$ cat src/rtl/obi_data_initiator.sv
// obi_data_initiator
// Scripted OBI data-port master: takes load/store commands on a valid/ready
// interface, issues them as OBI address phases, tracks granted transactions
// and returns their responses in order through a response FIFO. Issue is
// credit-limited against free FIFO space, so rvalid never needs backpressure.
module obi_data_initiator #(
    parameter int ADDR_WIDTH      = 32,
    parameter int DATA_WIDTH      = 32,
    parameter int MAX_OUTSTANDING = 2,
    parameter int RSP_FIFO_DEPTH  = 4
) (
    input  logic                    clk_i,
    input  logic                    rst_i,
    input  logic                    cmd_valid_i,
    output logic                    cmd_ready_o,
    input  logic [ADDR_WIDTH-1:0]   cmd_addr_i,
    input  logic                    cmd_we_i,
    input  logic [DATA_WIDTH/8-1:0] cmd_be_i,
    input  logic [DATA_WIDTH-1:0]   cmd_wdata_i,
    output logic                    data_req_o,
    input  logic                    data_gnt_i,
    output logic [ADDR_WIDTH-1:0]   data_addr_o,
    output logic                    data_we_o,
    output logic [DATA_WIDTH/8-1:0] data_be_o,
    output logic [DATA_WIDTH-1:0]   data_wdata_o,
    input  logic                    data_rvalid_i,
    input  logic [DATA_WIDTH-1:0]   data_rdata_i,
    output logic                    rsp_valid_o,
    input  logic                    rsp_ready_i,
    output logic                    rsp_we_o,
    output logic [DATA_WIDTH-1:0]   rsp_rdata_o,
    output logic [3:0]              outstanding_o,
    output logic                    idle_o,
    output logic                    err_o
);

    localparam int BE_WIDTH  = DATA_WIDTH / 8;
    localparam int WE_PTR_W  = (MAX_OUTSTANDING > 1) ? $clog2(MAX_OUTSTANDING) : 1;
    localparam int RSP_PTR_W = (RSP_FIFO_DEPTH > 1) ? $clog2(RSP_FIFO_DEPTH) : 1;
    localparam int RSP_CNT_W = $clog2(RSP_FIFO_DEPTH + 1);

    localparam logic [WE_PTR_W-1:0]  WE_PTR_LAST  = WE_PTR_W'(MAX_OUTSTANDING - 1);
    localparam logic [RSP_PTR_W-1:0] RSP_PTR_LAST = RSP_PTR_W'(RSP_FIFO_DEPTH - 1);

    // Reject parameter sets whose credit scheme could overflow the FIFOs
    if (MAX_OUTSTANDING < 1 || MAX_OUTSTANDING > 8 ||
        RSP_FIFO_DEPTH < MAX_OUTSTANDING || (DATA_WIDTH % 8) != 0) begin : g_param_check
        $error("obi_data_initiator: illegal MAX_OUTSTANDING/RSP_FIFO_DEPTH/DATA_WIDTH");
    end

    typedef enum logic {
        ST_IDLE = 1'b0,
        ST_REQ  = 1'b1
    } req_state_e;

    req_state_e              state_q, state_d;
    logic [ADDR_WIDTH-1:0]   addr_q, addr_d;
    logic                    we_q, we_d;
    logic [BE_WIDTH-1:0]     be_q, be_d;
    logic [DATA_WIDTH-1:0]   wdata_q, wdata_d;
    logic [3:0]              outstanding_q, outstanding_d;
    logic                    err_q, err_d;

    logic                    we_trk_q [MAX_OUTSTANDING];
    logic                    we_trk_d [MAX_OUTSTANDING];
    logic [WE_PTR_W-1:0]     we_wptr_q, we_wptr_d;
    logic [WE_PTR_W-1:0]     we_rptr_q, we_rptr_d;

    logic                    rsp_we_q [RSP_FIFO_DEPTH];
    logic                    rsp_we_d [RSP_FIFO_DEPTH];
    logic [DATA_WIDTH-1:0]   rsp_data_q [RSP_FIFO_DEPTH];
    logic [DATA_WIDTH-1:0]   rsp_data_d [RSP_FIFO_DEPTH];
    logic [RSP_PTR_W-1:0]    rsp_wptr_q, rsp_wptr_d;
    logic [RSP_PTR_W-1:0]    rsp_rptr_q, rsp_rptr_d;
    logic [RSP_CNT_W-1:0]    rsp_cnt_q, rsp_cnt_d;

    logic                    req_active;
    logic [3:0]              pending;
    logic [31:0]             credit_sum;
    logic                    cmd_accept;
    logic                    grant_fire;
    logic                    rvalid_err;
    logic                    rvalid_ok;
    logic                    track_push;
    logic                    rsp_push;
    logic                    rsp_pop;

    // Credit check and handshake qualifiers, built from registered counts only
    always_comb begin
        req_active  = (state_q == ST_REQ);
        pending     = outstanding_q + {3'b000, req_active};
        credit_sum  = 32'(pending) + 32'(rsp_cnt_q);
        cmd_ready_o = (!req_active || data_gnt_i)
                      && (32'(pending) < 32'(MAX_OUTSTANDING))
                      && (credit_sum < 32'(RSP_FIFO_DEPTH));
        cmd_accept  = cmd_valid_i && cmd_ready_o;
        grant_fire  = req_active && data_gnt_i;
        // An rvalid with nothing outstanding is a protocol violation, even if
        // the only transaction is being granted in the same cycle.
        rvalid_err  = data_rvalid_i && (outstanding_q == 4'd0);
        rvalid_ok   = data_rvalid_i && (outstanding_q != 4'd0);
        track_push  = grant_fire && !rvalid_err;
        rsp_push    = rvalid_ok;
        rsp_pop     = (rsp_cnt_q != '0) && rsp_ready_i;
    end

    // Address-phase request register: load on accept, release on grant
    always_comb begin
        state_d = state_q;
        addr_d  = addr_q;
        we_d    = we_q;
        be_d    = be_q;
        wdata_d = wdata_q;
        case (state_q)
            ST_IDLE: begin
                if (cmd_accept) begin
                    state_d = ST_REQ;
                end
            end
            ST_REQ: begin
                if (data_gnt_i && !cmd_accept) begin
                    state_d = ST_IDLE;
                end
            end
            default: state_d = ST_IDLE;
        endcase
        if (cmd_accept) begin
            addr_d  = cmd_addr_i;
            we_d    = cmd_we_i;
            be_d    = cmd_be_i;
            wdata_d = cmd_wdata_i;
        end
    end

    // Outstanding counter, in-order we tracking FIFO and sticky error flag
    always_comb begin
        outstanding_d = outstanding_q;
        we_trk_d      = we_trk_q;
        we_wptr_d     = we_wptr_q;
        we_rptr_d     = we_rptr_q;
        err_d         = err_q || rvalid_err;
        case ({track_push, rvalid_ok})
            2'b10:   outstanding_d = outstanding_q + 4'd1;
            2'b01:   outstanding_d = outstanding_q - 4'd1;
            default: outstanding_d = outstanding_q;
        endcase
        if (track_push) begin
            we_trk_d[we_wptr_q] = we_q;
            we_wptr_d = (we_wptr_q == WE_PTR_LAST) ? '0 : we_wptr_q + WE_PTR_W'(1);
        end
        if (rvalid_ok) begin
            we_rptr_d = (we_rptr_q == WE_PTR_LAST) ? '0 : we_rptr_q + WE_PTR_W'(1);
        end
    end

    // Response FIFO: push on legal rvalid, pop on consumer handshake
    always_comb begin
        rsp_we_d   = rsp_we_q;
        rsp_data_d = rsp_data_q;
        rsp_wptr_d = rsp_wptr_q;
        rsp_rptr_d = rsp_rptr_q;
        rsp_cnt_d  = rsp_cnt_q;
        if (rsp_push) begin
            rsp_we_d[rsp_wptr_q]   = we_trk_q[we_rptr_q];
            rsp_data_d[rsp_wptr_q] = we_trk_q[we_rptr_q] ? '0 : data_rdata_i;
            rsp_wptr_d = (rsp_wptr_q == RSP_PTR_LAST) ? '0 : rsp_wptr_q + RSP_PTR_W'(1);
        end
        if (rsp_pop) begin
            rsp_rptr_d = (rsp_rptr_q == RSP_PTR_LAST) ? '0 : rsp_rptr_q + RSP_PTR_W'(1);
        end
        case ({rsp_push, rsp_pop})
            2'b10:   rsp_cnt_d = rsp_cnt_q + RSP_CNT_W'(1);
            2'b01:   rsp_cnt_d = rsp_cnt_q - RSP_CNT_W'(1);
            default: rsp_cnt_d = rsp_cnt_q;
        endcase
    end

    // Control state with synchronous reset; reset drops all in-flight work
    always_ff @(posedge clk_i) begin
        if (rst_i) begin
            state_q       <= ST_IDLE;
            addr_q        <= '0;
            we_q          <= 1'b0;
            be_q          <= '0;
            wdata_q       <= '0;
            outstanding_q <= 4'd0;
            err_q         <= 1'b0;
            we_wptr_q     <= '0;
            we_rptr_q     <= '0;
            rsp_wptr_q    <= '0;
            rsp_rptr_q    <= '0;
            rsp_cnt_q     <= '0;
        end else begin
            state_q       <= state_d;
            addr_q        <= addr_d;
            we_q          <= we_d;
            be_q          <= be_d;
            wdata_q       <= wdata_d;
            outstanding_q <= outstanding_d;
            err_q         <= err_d;
            we_wptr_q     <= we_wptr_d;
            we_rptr_q     <= we_rptr_d;
            rsp_wptr_q    <= rsp_wptr_d;
            rsp_rptr_q    <= rsp_rptr_d;
            rsp_cnt_q     <= rsp_cnt_d;
        end
    end

    // FIFO storage needs no reset: pointers and count define what is valid
    always_ff @(posedge clk_i) begin
        we_trk_q   <= we_trk_d;
        rsp_we_q   <= rsp_we_d;
        rsp_data_q <= rsp_data_d;
    end

    // Outputs; head fields are forced to zero while the FIFO is empty
    always_comb begin
        data_req_o    = req_active;
        data_addr_o   = addr_q;
        data_we_o     = we_q;
        data_be_o     = be_q;
        data_wdata_o  = wdata_q;
        rsp_valid_o   = (rsp_cnt_q != '0);
        rsp_we_o      = rsp_valid_o ? rsp_we_q[rsp_rptr_q] : 1'b0;
        rsp_rdata_o   = rsp_valid_o ? rsp_data_q[rsp_rptr_q] : '0;
        outstanding_o = outstanding_q;
        idle_o        = !req_active && (outstanding_q == 4'd0) && (rsp_cnt_q == '0);
        err_o         = err_q;
    end

endmodule
$ cat config.mk
export PLATFORM = sky130hd
export DESIGN_NAME = obi_data_initiator
export DESIGN_NICKNAME = d
export VERILOG_FILES = /design/src/rtl/obi_data_initiator.sv
export SDC_FILE = /design/constraint.sdc
export NUM_CORES = 1
export LEC_CHECK = 0
export BUFFER_PORTS_ARGS = -buffer_cell sky130_fd_sc_hd__buf_2
export CORE_MARGIN = 2
export CORE_UTILIZATION = 55
export CTS_BUF_LIST = sky130_fd_sc_hd__clkbuf_2 sky130_fd_sc_hd__clkbuf_4 sky130_fd_sc_hd__clkbuf_8
export DETAILED_ROUTE_END_ITERATION = 12
export GPL_TIMING_DRIVEN = 0
export PLACE_DENSITY_LB_ADDON = 0.3
export RECOVER_POWER = 50
export SLEW_MARGIN = 40
export SYNTH_ARGS = -nofsm -noshare
export SYNTH_HDL_FRONTEND = slang
export SYNTH_SLANG_ARGS = --single-unit
$ cat constraint.sdc
create_clock -name clk_i -period 7.8 [get_ports clk_i]
set_clock_uncertainty 0.2 [all_clocks]
set_input_delay 1.95 -clock clk_i [delete_from_list [all_inputs] [get_ports clk_i]]
set_output_delay 1.95 -clock clk_i [all_outputs]
set_load 0.01 [all_outputs]
# [Word-level counts from Yosys, hierarchy flattened]
# Index checks and enable logic that the tools add are counted.
[totals] out_inout_bits=111 register_bits=218
[op_classes] reduce_logical=24 n_addsub=10 muxes=30 eq_ne=6 magnitude_cmp=8 bitwise_logic=5
[op_table] cell="32-bit 2-to-1 mux" n=5
[op_table] cell="128-bit bitwise mux" n=1
[op_table] cell="32-bit binary-select mux with 2-bit select" n=1
[op_table] cell="32-bit demux with 2-bit select" n=1
[op_table] cell="1-bit logical AND" n=13
[op_table] cell="1-bit 2-to-1 mux" n=12
[op_table] cell="2-bit == test, second input constant" n=4
[op_table] cell="4-bit case mux with 2 select lines" n=1
[op_table] cell="3-bit greater-or-equal comparator, second input constant" n=2
[op_table] cell="2-bit inverter with 3-bit output" n=2
[op_table] cell="3-bit case mux with 2 select lines" n=1
[op_table] cell="4-bit by 3-bit adder with 5-bit output" n=1
[op_table] cell="5-bit by 3-bit < comparator with 1-bit output, second input constant" n=1
[op_table] cell="2-bit by 1-bit adder with 2-bit output, second input constant" n=2
[op_table] cell="4-bit by 1-bit adder with 4-bit output" n=1
[op_table] cell="4-bit by 1-bit adder with 4-bit output, second input constant" n=1
[op_table] cell="4-bit bitwise mux" n=1
[op_table] cell="2-bit by 1-bit == test with 1-bit output, second input constant" n=2
[op_table] cell="2-bit greater-or-equal comparator, second input constant" n=2
[op_table] cell="4-bit logical NOT" n=1
[op_table] cell="4-bit by 2-bit < comparator with 1-bit output, second input constant" n=1
[op_table] cell="2-bit 2-to-1 mux" n=2
[op_table] cell="1-bit inverter with 2-bit output" n=2
[op_table] cell="2-bit nonzero test" n=2
[op_table] cell="other kinds (17)" n=21

# [Logic depth before layout (Yosys ltp)]
# Gate-level depths: netlist of the first run.
[depth] ltp_word=9 mapped_depth=11

# [Least setup slack after synthesis of the first run]
# Ideal clock, no wire load.
[synth_path] kind="input to output" start="input port data_gnt_i" end="output port cmd_ready_o" path_slack_ps=3215 stages=3 n_path_buf=0 t_arrival_ps=2435 required_time_ps=5650 path_cell_list="nand2b_1 nand2_1 nor3_1"
[synth_via] elab_chain_len=3
[synth_lines] item="start: declaration" line_no="21" source="input logic data_gnt_i,"
[synth_lines] item="1-bit logical OR" line_no="93" source="cmd_ready_o = (!req_active || data_gnt_i)"
[synth_lines] item="1-bit logical AND" line_no="94" source="&& (32'(pending) < 32'(MAX_OUTSTANDING))"
[synth_lines] item="1-bit logical AND" line_no="95" source="&& (credit_sum < 32'(RSP_FIFO_DEPTH));"
[synth_lines] item="end: declaration" line_no="15" source="output logic cmd_ready_o,"
# No other way between the ends.

# [Worst setup path after layout of the first run]
# Ends and elaborated chain as after synthesis.

==> run summary, run 1 <==
CTS tree - done
Largest net degree at the start of global routing - 34
Max-slew headroom - -68.3%
Final slew viol count - 136
Final-layout fill cell count - 1198
Starting Density - 56.0%
Post-DP HPWL - 13100 um
Routed len/inst - 16.4 um
Multi-input logic area - 0.00329 sq mm
Net count reported at finish - 1035
Syn Nets - 782
Vias per inst - 5.05
Seq. cell area - 0.00571 sq mm
Setup Total Neg Slack - 0 ns
Synthesis-stage register bit count - 218
Int Pwr - 0.00232 W
First-pass GRT wire length - 30000 um
CP arrival - 2.60 ns
Sw Ratio - 29.1%
LEAKAGE - 4.58 nW
Clock Latency Late Sink - 0.49 ns
Critical path type - in -> out
Achievable Freq - 211 MHz
Worst hold-check path type - reg -> reg
Sequential power share - 44.8%
Remaining DRCs - 0
IO Pins - 218
Die ar. - 0.0179 sq mm
Vias in the first global route - 5944
EDFF count, synth - 134
Hold_buf cts - 0
Most frequent CP cell - buf_2
Die Y - 134 um
Post-Layout Cell Count - 1160
VDD IR-drop max - 0.179 mV
Vias - 5857
DP Area - 0.0106 sq mm
Critical path buffer and inverter count - 2
Clock-pin slew on the worst setup and hold paths - 0.06 ns
Total power - 0.00327 W
Worst Path Max Fanout - 3
Layout cells sized above 1 - 33.3%
Area Overhead vs Synth - 21.8%
Synth Flop Type - edfxtp_1
Setup crit end kind - primary output
Synth top area share - 43.5%
Status - complete, but fails checks
Gate power share - 26.2%
Yosys top cell by area - edfxtp_1
Worst Max-Slew Pin Slew - 2.52 ns
Top cells by count, synth - nand2b_1, edfxtp_1, dfxtp_1
Antenna violations before repair - 0
RSZ-0062 raised after global routing - no
Synth Instances - 660
Seq/Total Area, Yosys - 61.6%
Synth async-reset ratio - 0%
Post-cts sizing count - 0
Number of post-CTS setup repair buffers - 0
Req. time, crit path - 5.65 ns
Slowest CP cell - nor3_1
Number of max-cap violations - 4
Placed Cells - 1096
Top cells by area, synth - edfxtp_1, dfxtp_1, nand2b_1, mux4_2, mux2i_1
Fin crit share - 60.8%
Switching Power - 0.000954 W
Design Area, Final - 0.0113 sq mm
Final Wtd Congestion - 0.749
# setup viols final - 0
Final Hold Violating Endpoints - 0
Clock power share - 29.0%
Most frequent cell after synthesis - nand2b_1
Final core utilization - 68.3%
Chain of cells forming the critical path - buf_2 -> nand2b_1 -> nand2_1 -> nor3_1 -> buf_2
GRT overflow - 0
Num CTS Buffers - 35
Yosys cell types - 31
Antenna Nets Post-Route - 0
Drt first pass iters - 4
Cell Area, Synth - 0.00926 sq mm
Floorplan row count - 47
H-tree Lvls - 2
Number of clock sinks - 218
GRT Total Usage - 21.5%
Root buffer cell - clkbuf_8
Reg2Reg Setup Slack - 4.22 ns
Pwr dens - 290 mW/mm^2
Syn. warnings - 0
Final wirelength - 19000 um
Critical path's top delay family - simple AND/OR/NAND/NOR gates
Worst path max stage delay - 0.19 ns
Core Region - 0.0165 sq mm
Mean Syn Cell Area - 14.0 sq um
Clk buf depth - 3
Startpoint types - input port
Min Tclk post-route - 4.75 ns
Failing checks - max-capacitance violations, max-slew violations
Iter 0 DRT Violations - 309
Die Wd - 134 um
Port bufs - 216
## metal layers
| metal | wire length, um | GRT usage, % | vias up |
|---|---|---|---|
| met5 | 0 | 0 | - |
| met4 | 177 | 5.20 | 0 |
| met3 | 1650 | 7.53 | 22 |
| met2 | 9490 | 36.6 | 212 |
| met1 | 7730 | 26.3 | 2791 |
| li1 | - | - | 2832 |
## kinds of logic (layout without fill, tap and decap cells)
logic type / Yosys count / in the layout / share of synthesized area [%]
compound gates: 17 / 17 / 0.987
buf+inv: 53 / 332 / 2.76
flops: 218 / 218 / 61.6
xor+xnor: 8 / 8 / 0.757
simple gates: 246 / 246 / 16.1
fa+ha+maj: 15 / 15 / 2.19
mux: 103 / 103 / 15.6
other cells: 0 / 1 / 0
## area by class of cell
| class | count | share of cell area, % |
|---|---|---|
| diodes | 1 | 0.0222 |
| plain buffers | 41 | 1.66 |
| clock buffers | 52 | 5.68 |
| well taps | 220 | 2.44 |
| flip-flops and latches | 218 | 50.6 |
| repair buffers | 216 | 9.56 |
| inverters | 12 | 0.399 |
| multi-input cells | 389 | 29.2 |
| clock inverters | 11 | 0.455 |
## worst min-delay path: stages (launching register included)
cell	delay (ns)
dfxtp_1	0.32
a21oi_1	0.04
nor2_1	0.07
## sequential cells by signal (all words and copies together), names as in the netlist
register and cells:
rsp_rptr_q 2, data_wdata_o 32, data_we_o 1, rsp_we_q 4
rsp_data_q 128, err_o 1, data_req_o 1, we_wptr_q 1
data_be_o 4, data_addr_o 32, rsp_cnt_q 3, we_rptr_q 1
we_trk_q 2, outstanding_o 4, rsp_wptr_q 2
## layout by cell type, fill, tap and decap left out, types with 31 or more instances in the layout
| master | instances |
|---|---|
| buf_2 | 220 |
| mux4_2 | 33 |
| and2_0 | 37 |
| clkbuf_8 | 40 |
| and2_1 | 33 |
| mux2i_1 | 70 |
| nand2b_1 | 140 |
| edfxtp_1 | 134 |
| clkbuf_1 | 31 |
| dfxtp_1 | 84 |
## path summary, 6_finish.rpt
path,to,depth (start not counted),startpoint
worst max-delay path,cmd_ready_o,5,data_gnt_i
worst min-delay path,err_o$_SDFF_PP0_,2,err_o$_SDFF_PP0_
worst max register to register,data_addr_o[23]$_SDFFE_PP0P_,11,outstanding_o[0]$_SDFFE_PP0P_
worst min register to register,err_o$_SDFF_PP0_,2,err_o$_SDFF_PP0_
## power by group through the flow
stage,Clock [W],Sequential [W],Combinational (W)
global placement,0,0.00148,0.000870
CTS,0.000974,0.00146,0.000886
floorplan,0,0.00151,0.000542
detailed placement,0,0.00148,0.000883
global route,0.00102,0.00148,0.000938
finish,0.000950,0.00147,0.000857
## stage by stage
step | worst slack, ns | hold WS [ns]
3_3_place_gp | 3.07 | 0.252
5_1_grt | 2.84 | 0.283
4_1_cts | 3.06 | 0.272
2_1_floorplan | 3.21 | 0.269
3_5_place_dp | 3.06 | 0.259
6_report | 3.05 | 0.268
No activity file was read; power rests on OpenSTA's default activity.
==> run 2: changes to the inputs <==
--- a/config.mk
+++ b/config.mk
@@ -5,6 +5,7 @@
 export SDC_FILE = /design/constraint.sdc
 export NUM_CORES = 1
 export LEC_CHECK = 0
+export ABC_AREA = 1
 export BUFFER_PORTS_ARGS = -buffer_cell sky130_fd_sc_hd__buf_2
 export CORE_MARGIN = 2
 export CORE_UTILIZATION = 55
==> constraint.sdc (replaced) <==
create_clock -name clk_i -period 4.75 [get_ports clk_i]
set_clock_uncertainty 0.2 [all_clocks]
set_input_delay 1.1875 -clock clk_i [delete_from_list [all_inputs] [get_ports clk_i]]
set_output_delay 1.1875 -clock clk_i [all_outputs]
set_load 0.01 [all_outputs]
==> run 2 against run 1 <==
The flow now finishes without violations. Worst setup slack got worse by 2.7 ns. Final area increased by 6.1%. Register-to-register slack worse by 2.8 ns. Die area rose by 6.4%. Sequential share of layout area shrank 2.9 points. Critical path type is now reg -> out. Largest power group is now combinational cells.
==> run summary, run 2 <==
H-tree Lvls - 2
Num CTS Buffers - 36
Worst Path Max Fanout - 10
WHS Endpoint - err_o$_SDFF_PP0_
Port bufs - 216
Fin crit share - 93.6%
Synth async-reset ratio - 0%
Startpoint types - flop
Hold Path Depth - 2
Achievable Freq - 225 MHz
CTS tree - done
Routed len/inst - 14.8 um
Yosys cell types - 24
Clk buf depth - 3
Antenna violations before repair - 3
Pwr dens - 689 mW/mm^2
Hold_buf cts - 0
Post-DP HPWL - 17500 um
Final Hold Violating Endpoints - 0
Compound-gate portion of the synthesized area - 6.50%
Yosys top cell by area - edfxtp_1
Synth Area in Adders - 2.05%
Die Y - 138 um
Final-layout fill cell count - 1406
Vias - 8270
Max reg flops - 128
Setup crit end kind - primary output
Reg2reg start - outstanding_o[1]$_SDFFE_PP0P_
Vias in the first global route - 7728
Status - finished clean
Final slew viol count - 0
Cell Area, Synth - 0.00987 sq mm
Req. time, crit path - 3.36 ns
Multi-input logic area - 0.00291 sq mm
Synth top area share - 40.8%
Number of clock sinks - 218
Seq/Total Area, Yosys - 57.8%
Top cells by count, synth - inv_1, nor2_1, nand2_1
Layout cells sized above 1 - 17.7%
CP arrival - 3.06 ns
RSZ-0062 raised after global routing - no
Worst-case reg-to-reg path depth - 7
Die Wd - 138 um
EDFF count, synth - 134
Net count reported at finish - 1564
Final Wtd Congestion - 0.863
Post-synthesis mux area share - 0%
Floorplan row count - 48
Mean Syn Cell Area - 8.35 sq um
Die ar. - 0.0190 sq mm
Starting Density - 56.7%
Syn Nets - 1304
GRT Total Usage - 26.1%
Antenna Nets Post-Route - 0
Number of max-cap violations - 0
Top cells by area, synth - edfxtp_1, dfxtp_1, inv_1, nor2_1, nand2_1
Remaining DRCs - 0
HP Start - err_o$_SDFF_PP0_
Clock Latency Late Sink - 0.52 ns
VDD IR-drop max - 0.451 mV
Core Region - 0.0174 sq mm
Setup Total Neg Slack - 0 ns
First-pass GRT wire length - 37900 um
Syn. warnings - 0
Seq. cell area - 0.00571 sq mm
Largest family of logic cells by synthesized area - simple AND/OR/NAND/NOR gates
Root buffer cell - clkbuf_8
Largest net degree at the start of global routing - 19
GRT overflow - 0
Most common cell after layout, fill and taps aside - inv_1
Reg2Reg Setup Slack - 1.44 ns
IO Pins - 218
Worst Max-Slew Pin Slew - 1.01 ns
Synth Instances - 1182
R2r endpoint - rsp_data_q[81]$_DFFE_PP_
Placed Cells - 1629
Largest Register - rsp_data_q
Worst hold-check path type - reg -> reg
Clock-pin slew on the worst setup and hold paths - 0.05 ns
# setup viols final - 0
Synthesis-stage register bit count - 218
Max-slew headroom - 32.8%
XOR/XNOR share of the synthesized area - 0.177%
LEAKAGE - 5.81 nW
Vias per inst - 4.90
Final wirelength - 25000 um
Min Tclk post-route - 4.44 ns
Synth Flop Type - edfxtp_1
Simple logic cell fraction of the synthesized area - 20.5%
Post-Layout Cell Count - 1689
Most frequent cell after synthesis - inv_1
Drt first pass iters - 5
Area Overhead vs Synth - 21.2%
Critical path type - reg -> out
Commonest cells after routing, fill and taps aside - inv_1, nor2_1, buf_2, nand2_1, edfxtp_1
Iter 0 DRT Violations - 566
run 2: layout make-up:
cell class              count  area share [%]
flip-flops and latches    218            47.7
diodes                      3          0.0627
plain buffers              66            2.27
clock inverters             6           0.450
clock buffers              51            5.24
multi-input cells         630            24.3
well taps                 225            2.35
inverters                 268            8.41
repair buffers            222            9.21
run 2: where the power goes:
group          switching (W)  leakage, nW  internal (W)
Combinational        0.00255         3.52       0.00125
Sequential          0.000238         1.93       0.00261
Clock               0.000705        0.361      0.000895
run 2: what timing repair did:
item,4_1_cts,5_1_grt
endpoints found under the setup margin,0,1
buffers inserted,0,0
resized for setup,0,2
run 2: worst max-delay path by stage:
stage                               endpoint                  start  depth (start not counted)
floorplan            rsp_data_q[0]$_DFFE_PP_          data_rvalid_i                          3
global placement    rsp_data_q[17]$_DFFE_PP_          data_rvalid_i                          4
detailed placement               cmd_ready_o             data_gnt_i                          8
CTS                              cmd_ready_o  data_req_o$_SDFF_PP0_                         12
global route                     cmd_ready_o  data_req_o$_SDFF_PP0_                         12
finish                           cmd_ready_o  data_req_o$_SDFF_PP0_                         12
run 2: cells by family after synthesis:
kind of cell,Yosys count
adder cells (fa/ha/maj),15
AND/OR/NAND/NOR,485
flip-flops,218
XOR/XNOR,2
AO/OA/AOI/OAI,128
buffers and inverters,334
run 2: critical path, stage by stage (launching register included):
cell      delay [ns]
dfxtp_1         0.44
ha_1            0.24
ha_1            0.18
inv_1           0.04
nand2_1         0.07
nand2_1         0.06
ha_1            0.29
nor2_1          0.12
nand3_1         0.11
nor2_2          0.40
clkbuf_2        0.30
and2_1          0.15
buf_2           0.12
run 2: through the flow:
stage	utilization (%)	hold WS (ns)	instance area, sq um	setup slack, ns	total power, W
floorplan	-	0.259	9870	1.27	0.00534
CTS	69.3	0.253	12100	0.170	0.00832
global placement	64.5	0.237	11200	0.0411	0.00652
finish	68.7	0.253	12000	0.306	0.00825
detailed placement	65.4	0.245	11400	0.803	0.00668
global route	68.7	0.289	12000	0.0811	0.00888
run 2: metal layers:
metal  track usage, %  up-vias  share of wire [%]
li1                 -     4209                  -
met1             29.6     3690                 39
met2             46.0      329                 50
met3             9.28       40                9.7
met4             8.28        2                1.7
met5                0        -              0.056
==> run 3: changes to the inputs <==
--- a/config.mk
+++ b/config.mk
@@ -13,7 +13,7 @@
 export DETAILED_ROUTE_END_ITERATION = 12
 export GPL_TIMING_DRIVEN = 0
 export PLACE_DENSITY_LB_ADDON = 0.3
-export RECOVER_POWER = 50
+export RECOVER_POWER = 25
 export SLEW_MARGIN = 40
 export SYNTH_ARGS = -nofsm -noshare
 export SYNTH_HDL_FRONTEND = slang
==> run 3 against run 2 <==
Final area is 0.99% higher. Die area stayed put. Critical endpoint unchanged. Highest routed layer unchanged. Core utilization is 0.68 points higher.
==> run summary, run 3 (synthesis gave the netlist of run 2 again) <==
Status - finished clean
Antenna Nets Post-Route - 0
Multi-input logic area - 0.00293 sq mm
CTS tree - done
# setup viols final - 0
Layout cells sized above 1 - 20.5%
Number of post-CTS setup repair buffers - 0
Hold Slack - 0.250 ns
Clk buf depth - 3
Root buffer cell - clkbuf_8
Reg2reg start - data_req_o$_SDFF_PP0_
LEAKAGE - 5.98 nW
Antenna violations before repair - 3
Final wirelength - 25000 um
Hold Path Depth - 2
Iter 0 DRT Violations - 540
DP Area - 0.0114 sq mm
Largest net degree at the start of global routing - 19
Req. time, crit path - 3.36 ns
Switching Power - 0.00350 W
CP arrival - 3.07 ns
Number of max-cap violations - 0
Vias per inst - 4.90
Starting Density - 56.7%
Achievable Freq - 225 MHz
Commonest cells after routing, fill and taps aside - inv_1, nor2_1, buf_2, nand2_1, edfxtp_1
Gate power share - 46.4%
Core Region - 0.0174 sq mm
Critical path type - reg -> out
Net count reported at finish - 1564
Final slew viol count - 0
Int Pwr - 0.00479 W
Setup crit end kind - primary output
Worst Path Max Fanout - 10
HP Start - err_o$_SDFF_PP0_
R2r endpoint - data_addr_o[1]$_SDFFE_PP0P_
Min Tclk post-route - 4.45 ns
GRT overflow - 0
Final Hold Violating Endpoints - 0
Clock Latency Late Sink - 0.52 ns
H-tree Lvls - 2
Worst Max-Slew Pin Slew - 0.758 ns
Final Wtd Congestion - 0.863
Die ar. - 0.0190 sq mm
VDD IR-drop max - 0.461 mV
Remaining DRCs - 0
WHS Endpoint - err_o$_SDFF_PP0_
Seq. cell area - 0.00571 sq mm
Number of clock sinks - 218
Final-layout fill cell count - 1365
Worst hold-check path type - reg -> reg
Sequential power share - 34.3%
Floorplan row count - 48
IO Pins - 218
Final core utilization - 69.4%
Place WS - 0.803 ns
Die Y - 138 um
First-pass GRT wire length - 37900 um
Worst-case reg-to-reg path depth - 14
Max reg flops - 128
Most common cell after layout, fill and taps aside - inv_1
Reg2Reg Setup Slack - 1.72 ns
Port bufs - 216
Vias - 8281
Pwr dens - 686 mW/mm^2
Routed len/inst - 14.8 um
Clock-pin slew on the worst setup and hold paths - 0.05 ns
Drt first pass iters - 5
Startpoint types - flop
GRT Total Usage - 26.1%
Largest Register - rsp_data_q
RSZ-0062 raised after global routing - no
Design Area, Final - 0.0121 sq mm
Fin crit share - 93.8%
Sw Ratio - 42.2%
Area Overhead vs Synth - 22.4%
Clock power share - 19.3%
Die Wd - 138 um
Vias in the first global route - 7728
Post-DP HPWL - 17500 um
Num CTS Buffers - 36
Post-layout worst setup margin - 0.296 ns
Setup Total Neg Slack - 0 ns
Max-slew headroom - 49.5%
run 3: changes by cell type in the layout (fill, tap and decap cells not counted):
cell | previous run | this run
buf_2 | 196 | 232
buf_8 | 2 | 3
buf_16 | 1 | 3
nor2_4 | 2 | 4
nor2_1 | 245 | 243
clkbuf_1 | 81 | 42
run 3: power by group through the flow:
| stage | Sequential (W) | Combinational [W] | Clock (W) |
|---|---|---|---|
| 2_1_floorplan | 0.00297 | 0.00236 | 0 |
| 3_3_place_gp | 0.00287 | 0.00365 | 0 |
| 3_5_place_dp | 0.00287 | 0.00381 | 0 |
| 4_1_cts | 0.00284 | 0.00385 | 0.00163 |
| 5_1_grt | 0.00289 | 0.00434 | 0.00170 |
| 6_report | 0.00284 | 0.00385 | 0.00160 |
run 3: per-stage QoR:
step	total power, W	instances
floorplan	0.00534	1182
global placement	0.00652	1623
detailed placement	0.00668	1629
CTS	0.00832	1686
global route	0.00893	1686
finish	0.00829	1689
run 3: worst max path at each step:
stage,startpoint,endpoint,depth (start not counted)
after floorplan,data_rvalid_i,rsp_data_q[0]$_DFFE_PP_,3
after global placement,data_rvalid_i,rsp_data_q[17]$_DFFE_PP_,4
after detailed placement,data_gnt_i,cmd_ready_o,8
after CTS,data_req_o$_SDFF_PP0_,cmd_ready_o,12
after global routing,data_req_o$_SDFF_PP0_,cmd_ready_o,12
final,data_req_o$_SDFF_PP0_,cmd_ready_o,12
run 3: area by class of cell:
| class | instances | share of cell area, % |
|---|---|---|
| diodes | 3 | 0.0621 |
| plain buffers | 66 | 2.25 |
| clock buffers | 51 | 5.19 |
| clock inverters | 6 | 0.445 |
| inverters | 268 | 8.32 |
| multi-input cells | 630 | 24.2 |
| flip-flops and latches | 218 | 47.2 |
| well taps | 225 | 2.33 |
| repair buffers | 222 | 9.98 |
run 3: repair_timing:
item                       CTS  global route
setup endpoints to repair    0             1
hold buffers                 0             0
gates resized for setup      0             2
run 3: worst max-delay path: stages (launching register included):
cell	delay [ns]
dfxtp_1	0.44
ha_1	0.24
ha_1	0.18
inv_1	0.04
nand2_1	0.07
nand2_1	0.06
ha_1	0.29
nor2_1	0.12
nand3_1	0.11
nor2_2	0.41
clkbuf_2	0.30
and2_1	0.15
buf_2	0.12
run 3: per-layer routing:
| metal | vias to the layer above | wire [um] | GRT usage [%] |
|---|---|---|---|
| li1 | 4204 | - | - |
| met1 | 3699 | 9680 | 29.6 |
| met2 | 332 | 12400 | 46.0 |
| met3 | 44 | 2470 | 9.28 |
| met4 | 2 | 433 | 8.28 |
| met5 | - | 14 | 0 |
